<file path="config.mk">
export PLATFORM = sky130hd
export DESIGN_NAME = fir_seq_ctrl
export DESIGN_NICKNAME = d
export VERILOG_FILES = /design/src/rtl/fir_seq_ctrl.sv
export SDC_FILE = /design/constraint.sdc
export NUM_CORES = 1
export LEC_CHECK = 0
export BUFFER_PORTS_ARGS = -buffer_cell sky130_fd_sc_hd__buf_2
export CORE_ASPECT_RATIO = 1.25
export CORE_MARGIN = 2
export CORE_UTILIZATION = 30
export CTS_BUF_LIST = sky130_fd_sc_hd__clkbuf_2 sky130_fd_sc_hd__clkbuf_4 sky130_fd_sc_hd__clkbuf_8
export DETAILED_ROUTE_END_ITERATION = 8
export GPL_ROUTABILITY_DRIVEN = 0
export PLACE_DENSITY_LB_ADDON = 0.1
export SLEW_MARGIN = 30
export SYNTH_ARGS = -nofsm -noshare
export SYNTH_HDL_FRONTEND = slang
export SYNTH_SLANG_ARGS = --single-unit
</file>
<file path="constraint.sdc">
create_clock -name clk -period 4.2 [get_ports clk]
set_clock_uncertainty 0.2 [all_clocks]
set_input_delay 0.84 -clock clk [delete_from_list [all_inputs] [get_ports clk]]
set_output_delay 0.84 -clock clk [all_outputs]
set_load 0.1 [all_outputs]
</file>
<file path="src/rtl/fir_seq_ctrl.sv">
// Frame sequencer for a streaming FIR: primes with zeros, streams a frame,
// flushes with zeros, drains, then pulses done. Filter outputs are re-timed
// through a valid delay line and captured into m_data.
// Ports: clk, sclr (async, active-high), start, abort, s_valid/s_ready/s_data
//   (sample source), fir_rfd/fir_nd/fir_din (filter input side),
//   fir_data_valid/fir_dout (filter output side), m_valid/m_data (captured
//   result), busy, done, out_cnt (results emitted this frame).
module fir_seq_ctrl #(
  parameter int PRIME_LEN = 107,
  parameter int FRAME_LEN = 128,
  parameter int FLUSH_LEN = 43,
  parameter int DRAIN_LEN = 20,
  parameter int OUT_DLY   = 2
) (
  input  logic        clk,
  input  logic        sclr,
  input  logic        start,
  input  logic        abort,
  input  logic        s_valid,
  output logic        s_ready,
  input  logic [15:0] s_data,
  input  logic        fir_rfd,
  output logic        fir_nd,
  output logic [15:0] fir_din,
  input  logic        fir_data_valid,
  input  logic [31:0] fir_dout,
  output logic        m_valid,
  output logic [31:0] m_data,
  output logic        busy,
  output logic        done,
  output logic [15:0] out_cnt
);

  localparam int MAX_A = (PRIME_LEN > FRAME_LEN) ? PRIME_LEN : FRAME_LEN;
  localparam int MAX_B = (FLUSH_LEN > DRAIN_LEN) ? FLUSH_LEN : DRAIN_LEN;
  localparam int MAXL  = (MAX_A > MAX_B) ? MAX_A : MAX_B;
  localparam int CW    = (MAXL < 2) ? 1 : $clog2(MAXL);

  localparam logic [CW-1:0] P_LAST =
    CW'((PRIME_LEN > 0) ? PRIME_LEN - 1 : 0);
  localparam logic [CW-1:0] S_LAST =
    CW'((FRAME_LEN > 0) ? FRAME_LEN - 1 : 0);
  localparam logic [CW-1:0] F_LAST =
    CW'((FLUSH_LEN > 0) ? FLUSH_LEN - 1 : 0);
  localparam logic [CW-1:0] D_LAST =
    CW'((DRAIN_LEN > 0) ? DRAIN_LEN - 1 : 0);

  localparam logic [2:0] S_IDLE   = 3'd0;
  localparam logic [2:0] S_PRIME  = 3'd1;
  localparam logic [2:0] S_STREAM = 3'd2;
  localparam logic [2:0] S_FLUSH  = 3'd3;
  localparam logic [2:0] S_DRAIN  = 3'd4;

  logic [2:0]    state_q, state_d;
  logic [CW-1:0] cnt_q, cnt_d;
  logic          done_q, done_d;
  logic          m_valid_q, m_valid_d;
  logic [31:0]   m_data_q, m_data_d;
  logic [15:0]   out_cnt_q, out_cnt_d;
  logic          clr_dly;
  logic          kill;
  logic          go;
  logic          tap;
  logic          fvin;

  assign busy    = (state_q != S_IDLE);
  assign done    = done_q;
  assign m_valid = m_valid_q;
  assign m_data  = m_data_q;
  assign out_cnt = out_cnt_q;
  assign kill    = abort & busy;
  assign fvin    = fir_data_valid & busy;

  always_comb begin
    state_d = state_q;
    cnt_d   = cnt_q;
    done_d  = 1'b0;
    fir_nd  = 1'b0;
    fir_din = '0;
    s_ready = 1'b0;
    go      = 1'b0;
    unique case (state_q)
      S_IDLE: begin
        // A start coinciding with done is swallowed by the finishing frame.
        if (start && !abort && !done_q) begin
          state_d = S_PRIME;
          cnt_d   = '0;
          go      = 1'b1;
        end
      end
      S_PRIME: begin
        if (PRIME_LEN == 0) begin
          state_d = S_STREAM;
        end else begin
          fir_nd = fir_rfd;
          if (fir_nd) begin
            if (cnt_q == P_LAST) begin
              state_d = S_STREAM;
              cnt_d   = '0;
            end else begin
              cnt_d = cnt_q + 1'b1;
            end
          end
        end
      end
      S_STREAM: begin
        if (FRAME_LEN == 0) begin
          state_d = S_FLUSH;
        end else begin
          s_ready = fir_rfd;
          fir_din = s_data;
          fir_nd  = s_valid & fir_rfd;
          if (fir_nd) begin
            if (cnt_q == S_LAST) begin
              state_d = S_FLUSH;
              cnt_d   = '0;
            end else begin
              cnt_d = cnt_q + 1'b1;
            end
          end
        end
      end
      S_FLUSH: begin
        if (FLUSH_LEN == 0) begin
          state_d = S_DRAIN;
        end else begin
          fir_nd = fir_rfd;
          if (fir_nd) begin
            if (cnt_q == F_LAST) begin
              state_d = S_DRAIN;
              cnt_d   = '0;
            end else begin
              cnt_d = cnt_q + 1'b1;
            end
          end
        end
      end
      S_DRAIN: begin
        if (DRAIN_LEN == 0 || cnt_q == D_LAST) begin
          state_d = S_IDLE;
          cnt_d   = '0;
          done_d  = 1'b1;
        end else begin
          cnt_d = cnt_q + 1'b1;
        end
      end
      default: begin
        state_d = S_IDLE;
        cnt_d   = '0;
      end
    endcase
    if (kill) begin
      state_d = S_IDLE;
      cnt_d   = '0;
      done_d  = 1'b0;
      fir_nd  = 1'b0;
      s_ready = 1'b0;
    end
  end

  assign clr_dly = go | kill;

  generate
    if (OUT_DLY == 0) begin : g_nodly
      assign tap = fvin;
    end else begin : g_dly
      logic [OUT_DLY-1:0] dv_q, dv_d;
      always_comb begin
        dv_d = (dv_q << 1) | OUT_DLY'(fvin);
        if (clr_dly) dv_d = '0;
      end
      always_ff @(posedge clk or posedge sclr) begin
        if (sclr) dv_q <= '0;
        else      dv_q <= dv_d;
      end
      assign tap = dv_q[OUT_DLY-1];
    end
  endgenerate

  always_comb begin
    m_valid_d = tap & busy & ~kill;
    m_data_d  = m_valid_d ? fir_dout : m_data_q;
    out_cnt_d = out_cnt_q;
    if (go) begin
      out_cnt_d = '0;
    end else if (m_valid_q && out_cnt_q != 16'hFFFF) begin
      out_cnt_d = out_cnt_q + 16'd1;
    end
  end

  always_ff @(posedge clk or posedge sclr) begin
    if (sclr) begin
      state_q   <= S_IDLE;
      cnt_q     <= '0;
      done_q    <= 1'b0;
      m_valid_q <= 1'b0;
      m_data_q  <= '0;
      out_cnt_q <= '0;
    end else begin
      state_q   <= state_d;
      cnt_q     <= cnt_d;
      done_q    <= done_d;
      m_valid_q <= m_valid_d;
      m_data_q  <= m_data_d;
      out_cnt_q <= out_cnt_d;
    end
  end

endmodule

</file>
# Yosys cells after proc, flatten, opt, wreduce, memory -nomap -nowiden
# Index checks and enable logic that the tools add are counted.
[classes]
addsub = 2
eq_ne = 17
muxes = 33
n_bitwise = 8
n_reduce_logical = 11
[ops]
columns = ["op", "n"]
rows = [
  ["$mux W7", 9],
  ["$mux W16", 3],
  ["$pmux W7 S5", 1],
  ["$mux W3", 9],
  ["$ne A3 B3 Y1 const B", 8],
  ["$add A16 B1 Y16 const B", 1],
  ["$ne A16 B16 Y1 const B", 1],
  ["$pmux W3 S5", 1],
  ["$eq A7 B7 Y1 const B", 2],
  ["$mux W1", 8],
  ["$reduce_and A8 Y1", 1],
  ["$add A7 B1 Y7 const B", 1],
  ["$eq A7 B5 Y1 const B", 1],
  ["$eq A7 B6 Y1 const B", 1],
  ["$eq A3 B2 Y1 const B", 2],
  ["$and A1 B1 Y1", 5],
  ["$reduce_and A4 Y1", 1],
  ["$eq A3 B1 Y1 const B", 1],
  ["$eq A3 B3 Y1 const B", 1],
  ["$logic_and A1 B1 Y1", 3],
  ["$logic_not A3 Y1", 1],
  ["$reduce_bool A3 Y1", 1],
  ["$logic_not A1 Y1", 2],
  ["$mux W2", 1],
  ["other kinds (6)", 6],
]
[totals]
regBits = 62
output_inout_bits = 69

# Logic depth before layout (Yosys ltp)
# Gate-level depths: netlist of the first run.
[logic_depth]
ltp_word = 7
ltp_mapped = 8
ltp_nobuf = 7

# Least setup slack after synthesis of the first run
# No wires, ideal clock.
[synth_timing]
path_kind = "input-to-output"
startpoint = "input port abort"
endpoint = "output port fir_nd"
arrival_ps = 3308
path_slack_ps = -148
stages = 2
path_buffers = 0
path_cell_list = "or2_1 > nor3b_1"
[synth_between]
elab_chain_cells = 2
[synth_rtl]
columns = ["item", "line_no", "text"]
rows = [
  ["start: declaration", "18", "input logic abort,"],
  ["$and A1 B1 Y1", "71", "assign kill = abort & busy;"],
  ["$mux W1", "152", "if (kill) begin"],
  ["end: declaration", "23", "output logic fir_nd,"],
]
# Every way passes these cells.

# Worst setup path in the final report of the first run
[layout_timing]
startpoint = "register state_q[0]"
endpoint = "output port s_ready"
[layout_between]
elab_chain_cells = 3
elab_cells_between_ends = 5
[layout_rtl]
columns = ["item", "line_no", "text"]
rows = [
  ["start: declaration", "54", "logic [2:0] state_q, state_d;"],
  ["start signal: assignment", "200", "state_q <= state_d;"],
  ["$eq A3 B2 Y1 or $reduce_bool A3 Y1 (tied branches)", "82, 66", ""],
  ["$mux W1 or $and A1 B1 Y1 (tied branches)", "82, 71", ""],
  ["$mux W1 (*)", "152", ""],
  ["end: declaration", "20", "output logic s_ready,"],
]
# Mark *: on every way between the ends. The rest lies on a longest branch, timed or not.

==> results of run 1 <==
## per-stage QoR
stage	hold WS, ns	util [%]	worst slack, ns	power (uW)
2_1_floorplan	0.245	-	0.842	1100
3_3_place_gp	0.287	37.4	1.24	1190
3_5_place_dp	0.265	37.4	1.24	1190
4_1_cts	0.292	39.5	1.09	1800
5_1_grt	0.314	39.5	0.948	1850
6_report	0.288	39.5	1.10	1770
## worst min path at each step
stage	end	start	slack (ns)	cells after the start
6_report	g_dly.dv_q[1]	g_dly.dv_q[0]	0.29	2
4_1_cts	g_dly.dv_q[1]	g_dly.dv_q[0]	0.29	2
3_3_place_gp	m_data[21]	m_data[21]	0.29	1
5_1_grt	m_data[18]	m_data[18]	0.31	1
3_5_place_dp	g_dly.dv_q[1]	g_dly.dv_q[0]	0.26	2
2_1_floorplan	g_dly.dv_q[1]	g_dly.dv_q[0]	0.24	2
## synthesized netlist by cell type, types with 2 or more instances
master    instances  area [um^2]
a21o_1            2         15.0
o21ai_0           3         15.0
xnor2_1          10         87.6
buf_2             4         20.0
mux2_2            3         33.8
nor4b_1           2         17.5
nor4_1            3         18.8
nand2_1          17         63.8
inv_1             6         22.5
buf_4             2         15.0
clkbuf_1          6         22.5
ha_1              3         37.5
nor3_1           12         60.1
buf_6             5         56.3
nand3_1          11         55.1
and3_1           19          119
dfrtp_1          62         1550
xor2_1            2         17.5
a21oi_1          15         75.1
nand4_1           3         18.8
or3_1             2         12.5
o21ai_1           4         20.0
and4_1            3         26.3
nor2_1           21         78.8
mux2_4           29          435
a31oi_1           2         12.5
nor2b_1           2         12.5
nor3b_1           3         22.5
and2_1            5         31.3
## cell type report
cell class	instances	area share, %
sequential	62	37.4
timing repair buffer	128	15.7
inverter	7	0.633
multi-input combinational	200	36.8
clock buffer	12	3.83
tap	132	3.98
clock inverter	3	1.63
## logic make-up after synthesis
family                     count (synthesis)  share of synthesized area, %
and+or+nand+nor                          114                          19.4
DFF                                       62                          48.2
AOI/OAI and AO/OA                         38                          8.64
muxes                                     33                          14.9
buffers and inverters                     24                          4.36
xor gates and xnor gates                  12                          3.27
adders and majority gates                  3                          1.17
## worst reg2reg max path, stage by stage, from the launching register on
cell     delay, ns
dfrtp_1       0.59
nor3_1        0.16
nor2_1        0.13
and2_2        0.66
buf_4         0.35
mux2_4        0.32
## layer usage
metal  up-vias  part of all wire, %  track usage (%)
met1      1244                   44             17.7
li1       1258                    -                -
met4         0                  1.2             4.75
met2        84                   49             21.8
met5         -                    0                0
met3         8                  5.7             4.19
## sequential cells by signal (all words and copies together), names as in the netlist
register and flops:
m_valid 1, done 1, g_dly.dv_q 2, m_data 32, state_q 3, out_cnt 16, cnt_q 7
## power groups by stage
| stage | registers [uW] | logic, uW | clock network (uW) |
|---|---|---|---|
| CTS | 669 | 513 | 616 |
| detailed placement | 678 | 513 | 0 |
| finish | 669 | 507 | 591 |
| global placement | 678 | 510 | 0 |
| floorplan | 964 | 134 | 0 |
| global route | 674 | 529 | 645 |
==> Implementation_results.wiki, run 1 <==
{| class="wikitable"
! Metric !! Value
|-
| Clock Power Share || 33.4%
|-
| Gate family responsible for the most delay along the worst path || simple AND/OR/NAND/NOR gates
|-
| Worst R2R Path Depth || 5
|-
| Share of total power in combinational logic || 28.7%
|-
| Async S/R FF share, synth || 100%
|-
| Register share of total power || between 30% and 40%
|-
| Aggregate global routing overflow || 0
|-
| Die area || roughly 12,000 um^2
|-
| Post-CTS setup-driven buffer insertion count || 0
|-
| First-pass GRT wire length || between 10 and 15 mm
|-
| Die span in x || approximately 97 um
|-
| Share of layout cells above drive strength 1 || approximately 46%
|-
| Area taken by multi-input logic gates || approximately 1500 um^2
|-
| Post-synthesis sequential area ratio || about half
|-
| Overall via count from detail_route || roughly 2,600
|-
| Number of global-route vias before repair || approximately 2,500
|-
| Filler cells || about 1,100
|-
| Path length in cells of the critical path || 5
|-
| Remaining design rule violation count || 0
|-
| Leading cell types in the layout, fill and taps excluded || buf_2 (123), dfrtp_1 (62), mux2_4 (29)
|-
| Standard-cell row count || 42
|-
| CTS hold repair buffers || 0
|-
| Count of nets after finishing || 466
|-
| Die span in y || between 100 and 150 um
|-
| Crit path cell chain || nor3_1, inv_2, nand2_1, and3_1, buf_2
|-
| Mapped Nets || 344
|-
| Number of pins exceeding their max-slew limit in the final report || 0
|-
| WS Path Type || reg2out
|-
| Worst setup path end || s_ready
|-
| RR Startpoint || state_q[0]
|-
| Worst flop-to-flop path endpoint || m_data[10]
|-
| Sequential cell area || roughly 1600 um^2
|-
| Total of cells resized after clock tree synthesis || 0
|-
| Cell area after placement || 3930 um^2
|-
| Routed Wire Length || between 7 and 8 mm
|-
| Leakage || ~0.0022 uW
|-
| # setup viols final || 0
|-
| Actual transition at the worst max-transition pin || 0.783 ns
|-
| Total negative slack for setup checks || 0 ns
|-
| Warnings, synthesis || 0
|-
| Setup crit end kind || primary output
|-
| Largest net degree at the start of global routing || 38
|-
| RSZ-0062 raised after global routing || no
|-
| Overall routing resource usage || between 10% and 20%
|-
| Maximum resistive drop on vdd || 0.171 mV
|-
| Highest achievable clock rate || between 300 and 400 MHz
|-
| Setup slack, reg-to-reg || about 1.7 ns
|-
| Number of DRC markers after the initial detailed-route iteration || 85
|-
| Post-synth top flop || dfrtp_1
|-
| Critical path startpoint || state_q[0]
|-
| Startpoint type of the worst setup path || flip-flop
|-
| Max-Cap Viols || 0
|-
| Number of enable flip-flop cells after synthesis || 0
|-
| Result of the run || completed
|-
| Port bufs || roughly 120
|-
| Average via count per standard cell || between 4 and 5
|-
| Worst relative slew slack || 47.8%
|-
| Count of final hold-check violations || 0
|-
| Longest individual stage delay on the worst path || approximately 0.53 ns
|-
| Final period demand of the worst path || between 3 and 4 ns
|-
| Post-route non-filler standard cell count || ~540
|-
| Routed wire length per instance || 14.1 um
|-
| Required time reported for the critical path endpoint || approximately 3.2 ns
|-
| Crit path arrival time || 2.06 ns
|-
| Area growth, synth to finish || 29.1%
|-
| Final antenna-violating net count || 0
|-
| Design area || 4150 um^2
|-
| Worst-skew pair later-pin latency || between 0.3 and 0.4 ns
|-
| Buf/Inv on CP || 2
|-
| Drt first pass iters || 4
|-
| Clock tree from TritonCTS || yes
|-
| Syn Std Cell Area || roughly 3200 um^2
|-
| Initial Util || 30.6%
|-
| Internal power component || between 1000 and 1500 uW
|-
| Core region area || between 10,000 and 15,000 um^2
|-
| Number of antenna violations at the first check in global routing || 0
|-
| Number of top-level pins || 124
|-
| Clock transition at the registers of the reported paths || 0.06 ns
|-
| Path category of the worst min-delay check || reg2reg
|-
| H-tree lvl count || 3
|-
| DP Cell Count || between 500 and 600
|-
| Commonest non-fill, non-tap cell in the layout || buf_2
|-
| CTS Root Cell || clkbuf_8
|-
| Detail Placement HPWL || between 5 and 6 mm
|-
| Net Sw Frac || around 36%
|-
| Net load switching power || 644 uW
|-
| Critical path fanouts, max || 13
|-
| Critical Path Slowest Stage Cell || dfrtp_1
|-
| Bufs on Longest Clock Path || 2
|-
| Average size of a mapped cell || 11.2 um^2
|-
| Power Dens Cells || approximately 430 nW/um^2
|-
| Flops & latches, synth || 62
|-
| Cells after synthesis || roughly 290
|-
| Portion of the clock cycle consumed by the worst path in the final layout || 73.8%
|-
| Number of distinct library cells after synthesis || between 50 and 60
|-
| TritonCTS Buffers || 9
|-
| TritonCTS Sinks || 62
|-
| Antenna diode instance count || 0
|}
No activity file was read; power rests on OpenSTA's default activity.
==> run 2: changes to the inputs <==
==> constraint.sdc (replaced) <==
create_clock -name clk -period 3.2 [get_ports clk]
set_clock_uncertainty 0.2 [all_clocks]
set_input_delay 0.64 -clock clk [delete_from_list [all_inputs] [get_ports clk]]
set_output_delay 0.64 -clock clk [all_outputs]
set_load 0.1 [all_outputs]
==> Implementation_results.wiki, run 2 (synthesis gave the netlist of run 1 again) <==
{| class="wikitable"
! Metric !! Value
|-
| Share of layout cells above drive strength 1 || 46.0% (was 45.9%)
|-
| WS Path Type || reg2out (unchanged)
|-
| Share of total power in combinational logic || 29.8% (was 28.7%)
|-
| # setup viols final || 0 (unchanged)
|-
| Die area || 11,600 um^2 (unchanged)
|-
| Max-Cap Viols || 0 (unchanged)
|-
| Leading cell types in the layout, fill and taps excluded || buf_2 (123), dfrtp_1 (62), mux2_4 (29) (unchanged)
|-
| Path category of the worst min-delay check || reg2reg (unchanged)
|-
| Register share of total power || 39.2% (was 37.8%)
|-
| Routed wire length per instance || 14.1 um (about the same)
|-
| Critical path fanouts, max || 13 (unchanged)
|-
| Bufs on Longest Clock Path || 2 (unchanged)
|-
| Met3 wire length || 397 um (was 441 um)
|-
| Number of DRC markers after the initial detailed-route iteration || 83 (was 85)
|-
| Startpoint type of the worst setup path || flip-flop (unchanged)
|-
| Sum of routed wire segments on met1 || 3.37 mm (was 3.41 mm)
|-
| Filler cells || 1,120 (was 1,071)
|-
| Clock Power Share || 31.1% (was 33.4%)
|-
| Worst relative slew slack || 47.8% (about the same)
|-
| Post-CTS setup-driven buffer insertion count || 0 (unchanged)
|-
| Count of nets after finishing || 466 (unchanged)
|-
| CTS Root Cell || clkbuf_8 (unchanged)
|-
| Remaining design rule violation count || 0 (unchanged)
|-
| Area growth, synth to finish || 28.6% (was 29.1%)
|-
| Total negative slack for setup checks || 0 ns (unchanged)
|-
| Number of global-route vias before repair || 2,584 (was 2,540)
|-
| Result of the run || completed (unchanged)
|-
| Highest achievable clock rate || ~350 MHz
|-
| RSZ-0062 raised after global routing || no (unchanged)
|-
| Leakage || 0.00217 uW (was 0.00219 uW)
|-
| Detail Placement HPWL || 5.39 mm (was 5.58 mm)
|-
| Maximum resistive drop on vdd || 0.169 mV (was 0.171 mV)
|-
| Die span in y || 120 um (unchanged)
|-
| Overall routing resource usage || 13.6% (was 13.7%)
|-
| Commonest non-fill, non-tap cell in the layout || buf_2 (unchanged)
|-
| Average via count per standard cell || 4.86 (was 4.77)
|-
| Final period demand of the worst path || about 2.9 ns
|-
| Largest net degree at the start of global routing || 63 (was 38)
|-
| First-pass GRT wire length || 12.5 mm (was 12.9 mm)
|-
| Worst-skew pair later-pin latency || 0.34 ns (about the same)
|-
| Setup crit end kind || primary output (unchanged)
|-
| Total of cells resized after clock tree synthesis || 0 (unchanged)
|-
| Port bufs || 123 (unchanged)
|-
| Drt first pass iters || 4 (unchanged)
|-
| Standard-cell row count || 42 (unchanged)
|-
| Final antenna-violating net count || 0 (unchanged)
|-
| Crit path arrival time || 2.02 ns (was 2.06 ns)
|-
| Overall via count from detail_route || 2,647 (was 2,594)
|-
| Count of final hold-check violations || 0 (unchanged)
|-
| Clock transition at the registers of the reported paths || 0.07 ns (was 0.06 ns)
|-
| TritonCTS Sinks || 62 (unchanged)
|-
| Number of pins exceeding their max-slew limit in the final report || 0 (unchanged)
|-
| Sum of met2 wire segment lengths after detailed routing || 3.76 mm (was 3.73 mm)
|-
| Actual transition at the worst max-transition pin || 0.783 ns (about the same)
|-
| Portion of the clock cycle consumed by the worst path in the final layout || 89.3%
|-
| Uppermost layer routed || met4 (unchanged)
|-
| Core region area || 10,500 um^2 (unchanged)
|-
| Number of top-level pins || 124 (unchanged)
|-
| Net Sw Frac || 39.8% (was 36.5%)
|-
| H-tree lvl count || 3 (unchanged)
|-
| Number of antenna violations at the first check in global routing || 0 (unchanged)
|-
| Required time reported for the critical path endpoint || 2.36 ns (was 3.16 ns)
|-
| Routed Wire Length || 7.67 mm (was 7.68 mm)
|-
| Internal power component || 1350 uW (was 1120 uW)
|-
| TritonCTS Buffers || 9 (unchanged)
|-
| Power Dens Cells || 540 nW/um^2 (was 425 nW/um^2)
|-
| Fin Hold WS || 0.283 ns (was 0.288 ns)
|-
| Clock tree from TritonCTS || yes (unchanged)
|-
| Antenna diode instance count || 0 (unchanged)
|-
| Initial Util || 30.6% (unchanged)
|-
| Number of flip-flops under the largest register name || 32 (unchanged)
|-
| Aggregate global routing overflow || 0 (unchanged)
|-
| Net load switching power || 889 uW (was 644 uW)
|-
| CTS hold repair buffers || 0 (unchanged)
|-
| Die span in x || 96.6 um (unchanged)
|}
-- run 2: cell types whose count changed in the layout (fill, tap and decap cells not counted) --
cell,change
clkbuf_8,-2
clkbuf_4,-1
bufinv_16,-1
buf_4,-1
buf_12,+1
clkinv_2,+1
clkinvlp_4,+3
inv_6,+1
-- run 2: layout make-up --
cell class | instances | area (um^2) | area share [%]
Multi-Input combinational cell | 200 | 1530 | 37.0
Timing Repair Buffer | 128 | 666 | 16.1
Clock buffer | 9 | 124 | 2.99
Inverter | 7 | 26.3 | 0.635
Tap cell | 132 | 165 | 3.99
Clock inverter | 7 | 73.8 | 1.78
Sequential cell | 62 | 1550 | 37.5
-- run 2: stage by stage --
step	std cells	power [uW]	area, um^2	setup slack (ns)	utilization, %
floorplan	286	1440	3220	0.242	-
global placement	529	1560	3940	0.650	37.5
detailed placement	529	1560	3940	0.645	37.5
CTS	545	2270	4140	0.323	39.4
global route	545	2340	4140	0.200	39.4
finish	545	2240	4140	0.343	39.4
-- run 2: final timing paths --
path	start	to	slack (ns)	cells after the start
worst max-delay path	state_q[0]	s_ready	0.34	5
worst min-delay path	g_dly.dv_q[0]	g_dly.dv_q[1]	0.28	2
worst max register to register	state_q[0]	m_data[26]	0.97	5
worst min register to register	g_dly.dv_q[0]	g_dly.dv_q[1]	0.28	2
max in group asynchronous	sclr	m_data[24]	1.97	3
min in group asynchronous	sclr	out_cnt[9]	0.33	3
-- run 2: per-layer routing --
layer  GRT usage (%)  vias up
met5               0        -
met4            6.16        0
met3            3.20       11
met2            21.9       91
met1            17.3     1285
li1                -     1260
-- run 2: critical path, stage by stage, from the launching register on --
cell and delay, ns:
dfrtp_1 0.52, nor3_1 0.38, inv_2 0.09, nand2_1 0.10, and3_1 0.15, buf_2 0.42
-- run 2: power by group through the flow --
stage / combinational [uW] / sequential [uW] / clock [uW]
6_report: 666 / 876 / 694
2_1_floorplan: 176 / 1270 / 0
3_3_place_gp: 670 / 887 / 0
3_5_place_dp: 672 / 889 / 0
5_1_grt: 696 / 883 / 758
4_1_cts: 673 / 875 / 726
==> run 3: changes to the inputs <==
--- a/config.mk
+++ b/config.mk
@@ -13,6 +13,7 @@
 export DETAILED_ROUTE_END_ITERATION = 8
 export GPL_ROUTABILITY_DRIVEN = 0
 export PLACE_DENSITY_LB_ADDON = 0.1
+export RECOVER_POWER = 50
 export SLEW_MARGIN = 30
 export SYNTH_ARGS = -nofsm -noshare
 export SYNTH_HDL_FRONTEND = slang
==> Implementation_results.wiki, run 3 (synthesis gave the netlist of run 1 again) <==
{| class="wikitable"
! Metric !! Value
|-
| Result of the run || finished with violations (was completed)
|-
| Violated checks || capacitance limit, slew limit
|-
| Standard-cell row count || 42 (unchanged)
|-
| Fin Hold WS || 0.283 ns (about the same)
|-
| Final antenna-violating net count || 0 (unchanged)
|-
| Drt first pass iters || 4 (unchanged)
|-
| Largest net degree at the start of global routing || 63 (unchanged)
|-
| Clock tree from TritonCTS || yes (unchanged)
|-
| Overall routing resource usage || 13.6% (unchanged)
|-
| Design area || 4090 um^2 (was 4140 um^2)
|-
| Number of top-level pins || 124 (unchanged)
|-
| Number of flip-flops under the largest register name || 32 (unchanged)
|-
| Number of stages on the worst hold path || 2 (unchanged)
|-
| H-tree lvl count || 3 (unchanged)
|-
| Worst R2R Path Depth || 5 (unchanged)
|-
| Leading cell types in the layout, fill and taps excluded || buf_2 (92), dfrtp_1 (62), clkbuf_1 (31) (was buf_2 (123), dfrtp_1 (62), mux2_4 (29))
|-
| Max-Cap Viols || 1 (was 0)
|-
| Number of antenna violations at the first check in global routing || 0 (unchanged)
|-
| TritonCTS Sinks || 62 (unchanged)
|-
| CTS hold repair buffers || 0 (unchanged)
|-
| Final period demand of the worst path || 2.87 ns (was 2.86 ns)
|-
| Path category of the worst min-delay check || reg2reg (unchanged)
|-
| Post-CTS setup-driven buffer insertion count || 0 (unchanged)
|-
| Area growth, synth to finish || 27.3% (was 28.6%)
|-
| Number of global-route vias before repair || 2,584 (unchanged)
|-
| Portion of the clock cycle consumed by the worst path in the final layout || 89.6% (was 89.3%)
|-
| Overall via count from detail_route || 2,635 (was 2,647)
|-
| Aggregate global routing overflow || 0 (unchanged)
|-
| CTS Root Cell || clkbuf_8 (unchanged)
|-
| Commonest non-fill, non-tap cell in the layout || buf_2 (unchanged)
|-
| Initial Util || 30.6% (unchanged)
|-
| Maximum resistive drop on vdd || 0.169 mV (about the same)
|-
| Die span in x || 96.6 um (unchanged)
|-
| Worst-skew pair later-pin latency || 0.34 ns (about the same)
|-
| Worst flop-to-flop path endpoint || m_data[2] (was m_data[26])
|-
| Cell area after placement || 3940 um^2 (unchanged)
|-
| Crit path arrival time || 2.03 ns (was 2.02 ns)
|-
| Count of final hold-check violations || 0 (unchanged)
|-
| Worst relative slew slack || -2.94% (was 47.8%)
|-
| Number of pins exceeding their max-slew limit in the final report || 63 (was 0)
|-
| Detail Placement HPWL || 5.39 mm (unchanged)
|-
| First-pass GRT wire length || 12.5 mm (unchanged)
|-
| Highest achievable clock rate || 349 MHz (was 350 MHz)
|-
| WS Path Type || reg2out (unchanged)
|-
| Hold Crit Endpoint || g_dly.dv_q[1] (unchanged)
|-
| Routed wire length per instance || 14.1 um (about the same)
|-
| Startpoint type of the worst setup path || flip-flop (unchanged)
|-
| Actual transition at the worst max-transition pin || 1.54 ns (was 0.783 ns)
|-
| Port bufs || 123 (unchanged)
|-
| Setup slack, reg-to-reg || 0.52 ns (was 0.97 ns)
|-
| Leakage || 0.00203 uW (was 0.00217 uW)
|-
| TritonCTS Buffers || 9 (unchanged)
|-
| Power Dens Cells || 543 nW/um^2 (was 540 nW/um^2)
|-
| Routed Wire Length || 7.71 mm (was 7.67 mm)
|-
| Launch point of the worst hold path || g_dly.dv_q[0] (unchanged)
|-
| RSZ-0062 raised after global routing || no (unchanged)
|-
| # setup viols final || 0 (unchanged)
|-
| Number of DRC markers after the initial detailed-route iteration || 66 (was 83)
|-
| Setup crit end kind || primary output (unchanged)
|-
| Die span in y || 120 um (unchanged)
|-
| Average via count per standard cell || 4.83 (was 4.86)
|-
| Bufs on Longest Clock Path || 2 (unchanged)
|-
| Required time reported for the critical path endpoint || 2.36 ns (about the same)
|-
| Total of cells resized after clock tree synthesis || 0 (unchanged)
|-
| Clock transition at the registers of the reported paths || 0.07 ns (about the same)
|-
| Remaining design rule violation count || 0 (unchanged)
|-
| RR Startpoint || state_q[0] (unchanged)
|-
| Count of nets after finishing || 466 (unchanged)
|-
| Core region area || 10,500 um^2 (unchanged)
|-
| Share of layout cells above drive strength 1 || 38.0% (was 46.0%)
|-
| Total negative slack for setup checks || 0 ns (unchanged)
|-
| Die area || 11,600 um^2 (unchanged)
|-
| Critical path fanouts, max || 13 (unchanged)
|-
| Antenna diode instance count || 0 (unchanged)
|}
## run 3: changes by cell type in the layout (fill, tap and decap cells not counted), sizes merged
cell    delta
clkbuf    +32
buf       -32
## run 3: worst max-delay path by stage
stage | from | end | slack, ns
finish | state_q[0] | s_ready | 0.33
global route | state_q[0] | s_ready | 0.20
CTS | state_q[0] | s_ready | 0.32
detailed placement | abort | fir_nd | 0.64
global placement | abort | fir_nd | 0.65
floorplan | abort | fir_nd | 0.24
## run 3: metrics by stage
step / setup slack [ns] / total power, uW / utilization (%) / cells
floorplan: 0.242 / 1440 / - / 286
global placement: 0.650 / 1560 / 37.5 / 529
detailed placement: 0.645 / 1560 / 37.5 / 529
CTS: 0.323 / 2270 / 39.4 / 545
global route: 0.200 / 2320 / 39.0 / 545
finish: 0.334 / 2220 / 39.0 / 545
## run 3: final cells by class
class	instances	area [um^2]
Clock inverter	7	73.8
Fill cell	1124	6420
Timing Repair Buffer	128	624
Tap cell	132	165
Clock buffer	9	124
Sequential cell	62	1550
Multi-Input combinational cell	200	1530
Inverter	7	26.3
## run 3: per-layer routing
layer	part of all wire (%)	GRT usage, %
met5	0	0
met4	1.7	6.16
met3	5.0	3.20
met2	49	21.9
met1	45	17.3
## run 3: critical path, cell delays in order, from the launching register on
cell     delay, ns
dfrtp_1       0.52
nor3_1        0.39
inv_2         0.09
nand2_1       0.10
and3_1        0.15
buf_2         0.42
## run 3: report_power, final
part	total (uW)	leakage [uW]	switching (uW)	internal, uW
clock	694	0.0000879	334	360
sequential	877	0.000858	37.5	840
combinational	651	0.00109	519	132
